===== src/rtl/prog_loader_pkg.sv =====
// prog_loader_pkg: shared processor constants for the loader FSM, frame format and control-unit states
package prog_loader_pkg;
  localparam logic [2:0] S_IDLE  = 3'd0;
  localparam logic [2:0] S_COUNT = 3'd1;
  localparam logic [2:0] S_LO    = 3'd2;
  localparam logic [2:0] S_HI    = 3'd3;
  localparam logic [2:0] S_WRITE = 3'd4;
  localparam logic [2:0] S_CHECK = 3'd5;
  localparam logic [2:0] S_DONE  = 3'd6;
  localparam logic [2:0] S_ERROR = 3'd7;
  localparam logic [7:0] COUNT_FULL = 8'h00;
  localparam logic [1:0] CU_RESET  = 2'd0;
  localparam logic [1:0] CU_FETCH  = 2'd1;
  localparam logic [1:0] CU_DECODE = 2'd2;
  localparam logic [1:0] CU_EXEC   = 2'd3;
endpackage


===== src/rtl/prog_loader.sv =====
// prog_loader: loads a checksummed byte-stream frame into instruction memory while holding the cpu
module prog_loader
  import prog_loader_pkg::*;
#(
  parameter int ADDR_W = 5,
  parameter int INST_W = 10,
  parameter int BYTE_W = 8
) (
  input  logic              clock,
  input  logic              reset,
  input  logic              start,
  input  logic              in_valid,
  input  logic [BYTE_W-1:0] in_data,
  output logic              in_ready,
  output logic              mem_wren,
  output logic [ADDR_W-1:0] mem_address,
  output logic [INST_W-1:0] mem_data,
  output logic              cpu_hold,
  output logic              done,
  output logic              error
);
  localparam int DEPTH = 1 << ADDR_W;
  logic [2:0]        state;
  logic [ADDR_W-1:0] idx;
  logic [ADDR_W-1:0] last;
  logic [BYTE_W-1:0] chk;
  logic [BYTE_W-1:0] lo;
  logic              accept;
  logic              too_big;
  // status outputs are pure state decodes so no input reaches an output combinationally
  always_comb begin
    in_ready = (state == S_COUNT) || (state == S_LO) || (state == S_HI) || (state == S_CHECK);
    accept   = in_valid && in_ready;
    mem_wren = state == S_WRITE;
    done     = state == S_DONE;
    error    = state == S_ERROR;
    cpu_hold = state != S_DONE;
    too_big  = 32'(in_data) > 32'(DEPTH);
  end
  // frame parser; count-1 truncated to ADDR_W makes a zero count address the full memory
  always_ff @(posedge clock or negedge reset) begin
    if (!reset) begin
      state       <= S_IDLE;
      idx         <= '0;
      last        <= '0;
      chk         <= '0;
      lo          <= '0;
      mem_address <= '0;
      mem_data    <= '0;
    end else begin
      case (state)
        S_IDLE, S_DONE, S_ERROR: if (start) begin
          state <= S_COUNT;
          idx   <= '0;
          chk   <= '0;
        end
        S_COUNT: if (accept) begin
          chk   <= chk ^ in_data;
          last  <= ADDR_W'(in_data - 1'b1);
          state <= too_big ? S_ERROR : S_LO;
        end
        S_LO: if (accept) begin
          lo    <= in_data;
          chk   <= chk ^ in_data;
          state <= S_HI;
        end
        S_HI: if (accept) begin
          chk         <= chk ^ in_data;
          mem_address <= idx;
          mem_data    <= INST_W'({in_data, lo});
          state       <= S_WRITE;
        end
        S_WRITE: begin
          idx   <= (idx == last) ? idx : idx + 1'b1;
          state <= (idx == last) ? S_CHECK : S_LO;
        end
        S_CHECK: if (accept) state <= (in_data == chk) ? S_DONE : S_ERROR;
        default: state <= S_IDLE;
      endcase
    end
  end
endmodule


===== config.mk =====
export PLATFORM = sky130hd
export DESIGN_NAME = prog_loader
export DESIGN_NICKNAME = d
export VERILOG_FILES = /design/src/rtl/prog_loader_pkg.sv /design/src/rtl/prog_loader.sv
export SDC_FILE = /design/constraint.sdc
export NUM_CORES = 1
export LEC_CHECK = 0
export BUFFER_PORTS_ARGS = -buffer_cell sky130_fd_sc_hd__buf_2
export CAP_MARGIN = 20
export CORE_UTILIZATION = 59
export CTS_BUF_LIST = sky130_fd_sc_hd__clkbuf_4
export CTS_CLUSTER_SIZE = 10
export DETAILED_ROUTE_END_ITERATION = 10
export PLACE_DENSITY = 0.93
export SYNTH_ARGS = -nofsm -noshare
export SYNTH_HDL_FRONTEND = slang
export SYNTH_SLANG_ARGS = --single-unit

===== constraint.sdc =====
create_clock -name clock -period 2.35 [get_ports clock]
set_clock_uncertainty 0.2 [all_clocks]
set_input_delay 0.705 -clock clock [delete_from_list [all_inputs] [get_ports clock]]
set_output_delay 0.705 -clock clock [all_outputs]
set_load 0.005 [all_outputs]

==> results.py <==
metrics = {
    "run_status": {
        "status": "completed",
    },
    "cts": {
        "cts_sinks": 44,
        "root_buffer": "clkbuf_4",
        "clk_latency_ps": 360,
        "ctsHoldBuffers": 0,
        "clkTransAtPathRegs_ps": 130,
        "cts_buffer_depth": 2,
        "cts.htree.levels": 2,
        "cts_tree": "done",
        "numCtsBuffers": 5,
    },
    "timing": {
        "timing.fmax_mhz": 437,
        "hold_viol": 0,
        "worst_slack_ps": 63.8,
        "relSlewSlack": 0.635,
        "worst_pin_slew_ps": 547,
        "final.min_clock_period_ps": 2290,
        "finalSetupViolations": 0,
        "slew_viol_final": 0,
        "rsz0062_at_grt": "no",
        "period_share": 0.973,
    },
    "worst_setup_path": {
        "path_depth": 4,
        "endpoint_kind": "primary output",
        "critPathLaunchType": "flop",
        "critPathKind": "flop to primary output",
        "required_ps": 1440,
        "max_stage_delay_ps": 470,
        "cp_top_family": "flip-flops",
        "critPathMaxFanout": 6,
        "path_cells": "buf_6, buf_4, and3_1, buf_2",
        "reg2reg_to": "chk[1]",
        "critPathSlowestCell": "dfrtp_2",
        "worst-path-buf-inv": 3,
        "r2r_start": "state[2]",
        "cp.arrival_ps": 1380,
        "ff2ff_path_depth": 5,
        "reg2reg_slack_ps": 150,
    },
    "floorplan": {
        "io_pins": 32,
        "die_area_mm2": 0.00407,
        "die_height_um": 63.8,
        "die_x_um": 63.8,
        "start_util": 0.616,
        "coreArea_mm2": 0.00366,
        "num_rows": 22,
    },
    "global_route": {
        "grt_max_degree": 26,
        "antenna_found_initial": 0,
        "overflow": 0,
        "grt_pass1_vias": 1791,
        "grt_first_pass_wirelength_mm": 8.34,
        "track_usage": 0.274,
    },
    "synthesis": {
        "ys_warn_count": 0,
        "synth_cell_types": 43,
        "syn_avg_cell_area_um2": 10.5,
        "ys_seq_elements": 44,
        "synth_nets": 229,
        "synth_cells": 214,
        "synth_edf_count": 0,
        "async_flop_share": 1.00,
        "yosysMostFrequentCell": "dfrtp_1",
        "netlist_area_mm2": 0.00225,
        "netlist.area_leader.share": 0.489,
        "yosysSeqAreaShare": 0.489,
        "synth_area_leaders": "dfrtp_1 49%, mux2_2 11%, o21ai_0 4.4%, xor2_1 4.3%, nor2_1 2.8%",
        "synth_top_cells_by_count": "44 x dfrtp_1, 22 x mux2_2, 20 x o21ai_0",
        "synth_ff_type": "dfrtp_1",
        "synth_top_area_cell": "dfrtp_1",
    },
    "placed_design": {
        "hpwl_mm": 3.54,
        "place.gp.congestion": 0.885,
        "portBuffers": 31,
        "placed_area_mm2": 0.00257,
        "dp_slack_ps": -272,
    },
    "detailed_routing": {
        "drtAntennaViolNets": 0,
        "viasPerCell": 5.81,
        "drtPass1Iterations": 4,
        "drc": 0,
        "drt_wl_total_mm": 4.91,
        "wl_per_cell_um": 15.7,
        "drt-initial-drc-count": 186,
        "vias": 1819,
    },
    "worst_hold_path": {
        "min_path_type": "primary input to async pin",
    },
    "power_and_ir_drop": {
        "irDropWorstVdd_uv": 715,
        "clkPwrFrac": 0.119,
        "p_switching_uw": 1220,
        "leakagePower_uw": 0.00129,
        "power_density_mw_per_mm2": 1170,
        "seq_power_share": 0.412,
        "swShare": 0.389,
        "share_comb_of_total_power": 0.468,
        "p_int_uw": 1920,
    },
    "layout": {
        "layout-drive-gt1-share": 0.347,
        "nNetsFinal": 279,
        "post-route-cell-area_mm2": 0.00268,
        "n_antenna_cell": 0,
        "syn_to_final_growth_pct": 19.0,
    },
    "job": {
        "max_cap_violations": 0,
    },
}
## power groups by stage
stage                     logic [uW]  registers [uW]  clock network, uW
after floorplan                  939            1270                  0
after global placement          1300            1290                  0
after detailed placement        1360            1310                  0
after CTS                       1370            1300                389
after global routing            1620            1330                411
final                           1470            1290                375
## state kept, by name (all words and copies together) (netlist names)
| name | flops |
|---|---|
| lo | 8 |
| mem_data | 10 |
| state | 3 |
| last | 5 |
| mem_address | 5 |
| chk | 8 |
| idx | 5 |
## worst max-delay path by stage
| stage | from | to | slack [ps] |
|---|---|---|---|
| detailed placement | in_data[0] | state[2] | -270 |
| CTS | state[2] | in_ready | 3 |
| global placement | in_data[0] | state[2] | -120 |
| global route | state[1] | done | 7 |
| floorplan | in_data[0] | state[2] | 50 |
| finish | state[2] | error | 60 |
## final cells by class
cell class	instances	area [um2]
multi-input combinational	155	1110
sequential	44	1100
clock buffer	6	45.0
clock inverter	2	11.3
inverter	9	33.8
tap	48	60.1
fill	276	978
timing repair buffer	49	323
## layer usage
metal  routed length (um)  global-route usage  vias to the layer above
li1                     -                   -                      855
met1                 2040               0.333                      896
met2                 2560               0.463                       51
met3                  171              0.0393                       17
met4                  136               0.159                        0
met5                    0                   0                        -
## cells in the final DEF (no fill, tap or decap), types with 5 or more instances in the layout
cell type | netlist | layout
nor2_1 | 17 | 16
buf_4 | 1 | 14
o21ai_0 | 20 | 20
nand2_1 | 12 | 12
xnor2_1 | 5 | 5
and3_1 | 5 | 5
inv_1 | 9 | 7
dfrtp_1 | 44 | 42
a21oi_1 | 9 | 9
mux2_2 | 22 | 22
buf_2 | 2 | 31
nand2b_1 | 10 | 9
xor2_1 | 11 | 11
clkbuf_4 | 0 | 6
## what timing repair did
action / in CTS / in global routing
buffers inserted: 0 / 4
setup endpoints to repair: 2 / 6
resized for setup: 3 / 8
gates cloned: 0 / 0
## metrics by stage
step	hold slack [ps]	instances	power (uW)	setup TNS, ps	utilization
6_report	74.6	313	3130	0	0.733
5_1_grt	94.5	313	3360	0	0.733
2_1_floorplan	209	214	2200	0	-
3_3_place_gp	260	301	2590	-229	0.702
4_1_cts	69.8	309	3060	0	0.718
3_5_place_dp	283	301	2670	-540	0.702
## kinds of logic (layout without fill, tap and decap cells)
logic type / after synthesis / in the layout / share of synthesized area
AND/OR/NAND/NOR: 62 / 62 / 0.146
buffers and inverters: 15 / 66 / 0.0283
multiplexers: 23 / 23 / 0.114
AO/OA/AOI/OAI: 51 / 51 / 0.144
adder cells (fa/ha/maj): 3 / 3 / 0.0167
flip-flops: 44 / 44 / 0.489
XOR/XNOR: 16 / 16 / 0.0622
(Power assumes the default switching activity.)
